--- config.mk ---
export PLATFORM = sky130hd
export DESIGN_NAME = if_id_hazard_stage
export DESIGN_NICKNAME = d
export VERILOG_FILES = /design/src/rtl/if_id_hazard_stage.sv
export SDC_FILE = /design/constraint.sdc
export NUM_CORES = 1
export LEC_CHECK = 0
export ABC_AREA = 1
export BUFFER_PORTS_ARGS = -buffer_cell sky130_fd_sc_hd__buf_2
export CAP_MARGIN = 20
export CORE_MARGIN = 4
export CORE_UTILIZATION = 29
export CTS_CLUSTER_SIZE = 16
export DETAILED_ROUTE_END_ITERATION = 10
export PLACE_DENSITY = 0.52
export SLEW_MARGIN = 20
export SYNTH_ARGS = -nofsm -noshare
export SYNTH_HDL_FRONTEND = slang
export SYNTH_SLANG_ARGS = --single-unit
export TNS_END_PERCENT = 30
--- constraint.sdc ---
create_clock -name clk -period 4.8 [get_ports clk]
set_input_delay 0.48 -clock clk [delete_from_list [all_inputs] [get_ports clk]]
set_output_delay 0.48 -clock clk [all_outputs]
set_load 0.01 [all_outputs]
--- src/rtl/if_id_hazard_stage.sv ---
// IF/ID pipeline register with load-use and branch-operand hazard detection.
// It stalls on hazards, flushes on taken branches, and keeps saturating event counters.
module if_id_hazard_stage (
  input  logic        clk,
  input  logic        rst_n,
  input  logic [31:0] ifPc4,
  input  logic [31:0] ifInstr,
  input  logic        idexRegWrite,
  input  logic        idexMemRead,
  input  logic [4:0]  idexWriteReg,
  input  logic        exmeMemRead,
  input  logic [4:0]  exmeWriteReg,
  input  logic        branchTaken,
  output logic [31:0] idPc4,
  output logic [31:0] idInstr,
  output logic [4:0]  idRs,
  output logic [4:0]  idRt,
  output logic [5:0]  idOpcode,
  output logic        idValid,
  output logic        pcWrite,
  output logic        idBubble,
  output logic [1:0]  stageState,
  output logic [15:0] stallCount,
  output logic [15:0] flushCount
);

  typedef enum logic [1:0] {
    ST_RUN     = 2'b00,
    ST_STALLED = 2'b01,
    ST_FLUSHED = 2'b10
  } stage_state_e;

  localparam logic [5:0] OP_RTYPE = 6'b000000;
  localparam logic [5:0] OP_BEQ   = 6'b000100;
  localparam logic [5:0] OP_SW    = 6'b101011;
  localparam logic [15:0] CNT_MAX = 16'hFFFF;

  stage_state_e r_state;
  stage_state_e w_next_state;
  logic [31:0]  r_pc4;
  logic [31:0]  r_instr;
  logic         r_valid;
  logic [15:0]  r_stall_count;
  logic [15:0]  r_flush_count;

  logic [4:0]   w_rs;
  logic [4:0]   w_rt;
  logic [5:0]   w_opcode;
  logic         w_uses_rt;
  logic         w_is_beq;
  logic         w_load_use;
  logic         w_beq_alu;
  logic         w_beq_load;
  logic         w_hazard;

  assign w_rs     = r_instr[25:21];
  assign w_rt     = r_instr[20:16];
  assign w_opcode = r_instr[31:26];
  assign w_is_beq = (w_opcode == OP_BEQ);

  // I-type ALU ops and loads write rt, so rt is only a source for R-type, beq and sw.
  assign w_uses_rt = (w_opcode == OP_RTYPE) || (w_opcode == OP_BEQ) || (w_opcode == OP_SW);

  function automatic logic src_match(input logic [4:0] r, input logic [4:0] rs,
                                     input logic [4:0] rt, input logic uses_rt);
    return (r != 5'd0) && ((r == rs) || (uses_rt && (r == rt)));
  endfunction

  assign w_load_use = r_valid && idexMemRead && src_match(idexWriteReg, w_rs, w_rt, w_uses_rt);
  assign w_beq_alu  = r_valid && w_is_beq && idexRegWrite &&
                      src_match(idexWriteReg, w_rs, w_rt, w_uses_rt);
  assign w_beq_load = r_valid && w_is_beq && exmeMemRead &&
                      src_match(exmeWriteReg, w_rs, w_rt, w_uses_rt);
  assign w_hazard   = w_load_use || w_beq_alu || w_beq_load;

  // Hazard outranks the branch: a stalled beq must resolve with forwarded operands first.
  always_comb begin
    // NOTE: default assigned first so every path drives the signal and no latch is inferred.
    w_next_state = ST_RUN;
    if (w_hazard) begin
      w_next_state = ST_STALLED;
    end else if (branchTaken && r_valid) begin
      w_next_state = ST_FLUSHED;
    end
  end

  // NOTE: sequential state uses non-blocking assignments so all registers update together.
  always_ff @(posedge clk or negedge rst_n) begin
    if (!rst_n) begin
      r_state       <= ST_RUN;
      r_pc4         <= '0;
      r_instr       <= '0;
      r_valid       <= 1'b0;
      r_stall_count <= '0;
      r_flush_count <= '0;
    end else begin
      r_state <= w_next_state;
      case (w_next_state)
        ST_STALLED: begin
          if (r_stall_count != CNT_MAX) r_stall_count <= r_stall_count + 16'd1;
        end
        ST_FLUSHED: begin
          r_pc4   <= '0;
          r_instr <= '0;
          r_valid <= 1'b0;
          if (r_flush_count != CNT_MAX) r_flush_count <= r_flush_count + 16'd1;
        end
        default: begin
          r_pc4   <= ifPc4;
          r_instr <= ifInstr;
          r_valid <= 1'b1;
        end
      endcase
    end
  end

  always_comb begin
    pcWrite  = !w_hazard;
    idBubble = w_hazard || !r_valid;
  end

  assign idPc4      = r_pc4;
  assign idInstr    = r_instr;
  assign idRs       = w_rs;
  assign idRt       = w_rt;
  assign idOpcode   = w_opcode;
  assign idValid    = r_valid;
  assign stageState = r_state;
  assign stallCount = r_stall_count;
  assign flushCount = r_flush_count;

endmodule

==> metrics.md <==
| Metric | Value |
|---|---|
| Worst-path clk slew | `0.07 ns` |
| Storage cell area | `2480 sq um` |
| Parity-gate share of the synthesized area counting xor and xnor cells | `6.21%` |
| Slowest cell on the critical path | `nand2_4` |
| Number of vias per cell after detailed routing | `4.39` |
| Clock tree from TritonCTS | `yes` |
| Worst-case headroom to the max-slew limit | `51.4%` |
| Residual DRC | `0` |
| CP delay by family, top | `simple AND/OR/NAND/NOR gates` |
| Share of cell area taken by muxes after synthesis | `0%` |
| Root buffer cell | `clkbuf_16` |
| Number of optimization iterations in the first detailed-route pass | `4` |
| Height of the chip | `140 um` |
| Yosys Warn Count | `0` |
| Simple-gate share of the synthesized area | `33.6%` |
| Upper clock frequency limit | `310 MHz` |
| Commonest cells post-synth | `nand2_1 (264), dfrtp_1 (99), nand3_1 (86)` |
| Final worst path period need | `3.22 ns` |
| Overall routing resource usage | `14.9%` |
| Via count of the first global-routing pass | `4498` |
| DP Wirelength | `10200 um` |
| Worst-Margin Slew | `0.728 ns` |
| Final cell area excluding filler cells | `6370 sq um` |
| Number of synthesized register bits | `99` |
| Initial antenna violation count | `2` |
| P per Cell Area | `328 nW/um^2` |
| Die footprint | `19700 sq um` |
| Antenna-violating nets left | `0` |
| Maximum clock skew at final layout | `0.00886 ns` |
| Boundary Pins | `197` |
| Required time of the critical path | `4.32 ns` |
| Leakage power summed over all cells | `3.55 nW` |
| Share of the clock period used by the worst path | `67.2%` |
| Layout Area Growth over Synthesis | `25.4%` |
| Initial DRC Count | `117` |
| Ratio of cells with drive above 1 in the final layout | `28.2%` |
| RSZ-0062 raised after global routing | `false` |
| Num rows | `48` |
| Type of origin of the critical path | `register` |
| Worst hold-check path type | `in -> async` |
| GRT Residual Overflow | `0` |
| Cell accounting for the most synthesized area | `dfrtp_1` |
| Layout filler cell count | `1845` |
| Post-detailed-route wirelength per cell | `13.9 um` |
| Primary flip-flop cell chosen by synthesis mapping | `dfrtp_1` |
| Weighted congestion reported at the end of routability-driven placement | `0.808` |
| CTS H-tree depth | `3` |
| Leading cell types by total area after synthesis | `dfrtp_1 (49%), nand2_1 (20%), nand3_1 (8.5%)` |
| Arrival time worst endpoint | `2.74 ns` |
| Number of setup buffers added after CTS | `0` |
| Total standard cell area after synthesis | `5080 sq um` |
| Worst-skew pair later-pin latency | `0.35 ns` |
| CTS Hold Bufs | `0` |
| Post-cts repair resize count | `0` |
| Starting density of the core | `29.5%` |
| Asr flop ratio synth | `100%` |
| Area share of fa/ha/maj cells after synthesis | `0.493%` |
| Dominant combinational cell family by area after synthesis | `simple AND/OR/NAND/NOR gates` |
| CP cell instances | `nor2_1 > nand2_1 > nor2_2 > nand3_1 > a21oi_1 > nand2_2 > nand2_4 > inv_2 > nand2_1 > buf_2` |
| Fraction of the mapped netlist area in compound gates | `1.58%` |
| Syn Nets | `728` |
| Setup CP Type | `reg -> out` |
| Result of the run | `finished, final reports clean` |
| Area of the core | `17200 sq um` |
| Number of distinct library cells after synthesis | `26` |
| WL final | `14500 um` |
| Post-Syn Instances | `646` |
| Reported max-cap violation count | `0` |
| Final-report max-slew violation count | `0` |
| Area of combinational cells with multiple inputs | `2130 sq um` |
| Worst path buffer plus inverter count | `2` |
| Delay contributed by the slowest stage of the critical path | `0.52 ns` |
| Layout Nets | `896` |
| Setup violators final | `0` |
| CP endpoint kind | `output port` |
| Number of antenna repair diodes | `0` |
| Total clock sinks | `99` |
| Total via count in the routed design | `4584` |
| Number of enable flip-flop cells after synthesis | `0` |
| Syn_area_per_cell | `7.86 sq um` |
| Largest net degree at the start of global routing | `65` |
| First-pass GRT wire length | `23600 um` |
| Share of the synthesized area in the top cell type | `48.8%` |
| Post-Place Cell Area | `6070 sq um` |
| CTS buffer count | `9` |
| Part of the Yosys area used for sequential elements | `48.8%` |
| Biggest fanout along the worst timing path | `61` |
| Number of hold-slack violations in the final timing report | `0` |
| Most repeated library cell on the critical path | `nand2_1` |
| Number of input and output port buffers inserted | `196` |
| X dimension of the die | `140 um` |
| Most frequently used cell type in the post-synthesis netlist | `nand2_1` |
| IR drop worst, VDD | `0.167 mV` |
| Setup TNS | `0 ns` |
| Clk buf depth | `2` |
[routing by layer]
metal | global-route usage [%] | up-vias | part of all wire (%)
met5 | 0 | - | 0.23
met4 | 4.79 | 4 | 1.6
met3 | 4.20 | 19 | 6.7
met2 | 23.6 | 141 | 46
met1 | 19.8 | 2077 | 46
li1 | - | 2343 | -
[path summary, 6_finish.rpt]
| check | from | end | slack, ns | depth (start not counted) |
|---|---|---|---|---|
| setup / recovery | idInstr[29] | idBubble | 1.58 | 10 |
| hold / removal | rst_n | flushCount[8] | 0.16 | 1 |
| setup reg to reg | idInstr[29] | idInstr[23] | 1.91 | 11 |
| hold reg to reg | idPc4[3] | idPc4[3] | 0.47 | 2 |
| max in group asynchronous | rst_n | idInstr[15] | 3.53 | 2 |
| min in group clk | ifPc4[11] | idPc4[11] | 0.35 | 3 |
[sequential cells by signal, indices dropped and copies added (netlist names)]
register    count
idPc4          32
stallCount     16
idInstr        32
flushCount     16
idValid         1
stageState      2
[power by group]
part | internal, mW | leakage (nW) | switching (mW)
Combinational | 0.150 | 2.13 | 0.222
Clock | 0.406 | 0.143 | 0.329
Sequential | 0.907 | 1.28 | 0.0772
Total | 1.46 | 3.55 | 0.628
[metrics by stage]
step	utilization, %	std cells	total power [mW]	setup slack [ns]	hold WS (ns)
after floorplan	-	646	1.21	2.79	0.184
after global placement	35.2	1028	1.38	1.70	0.458
after CTS	36.9	1044	2.13	1.47	0.184
after detailed placement	35.2	1028	1.38	1.69	0.460
after global routing	36.9	1044	2.22	1.13	0.217
final	36.9	1044	2.09	1.58	0.162
[area by class of cell]
| class | count | share of cell area [%] |
|---|---|---|
| Inverter | 47 | 2.77 |
| Tap cell | 225 | 4.42 |
| Timing Repair Buffer | 199 | 15.8 |
| Clock buffer | 10 | 3.60 |
| Clock inverter | 6 | 1.02 |
| Sequential cell | 99 | 38.9 |
| Multi-Input combinational cell | 458 | 33.5 |
[kinds of logic (layout without fill, tap and decap cells)]
logic type | after synthesis | count (layout)
xor gates and xnor gates | 36 | 36
AOI/OAI and AO/OA | 16 | 16
DFF | 99 | 99
buffers and inverters | 89 | 262
adders and majority gates | 2 | 2
and+or+nand+nor | 404 | 404
[worst register-to-register path: cells and delay by family (launching register included)]
kind | cells | cell delay [ns]
AND/OR/NAND/NOR | 7 | 1.23
buffers and inverters | 2 | 0.85
flip-flops | 1 | 0.42
AO/OA/AOI/OAI | 2 | 0.26
[layout by cell type, fill, tap and decap left out, types with 2 or more instances in the layout]
master       n
nor2_1      24
nor2_2       4
dfrtp_1     99
nor4_1       3
nand4_1      4
ha_1         2
o21ai_1      3
xnor2_1     16
o21ai_0     11
inv_2        5
nor3_1      10
xor2_1      20
buf_2      195
nand3_1     86
nand3b_1     2
inv_1       42
a21oi_1      2
buf_4        4
nand2_1    263
nand2_2      4
clkinv_2     2
clkbuf_16    9
(Power assumes the default switching activity.)
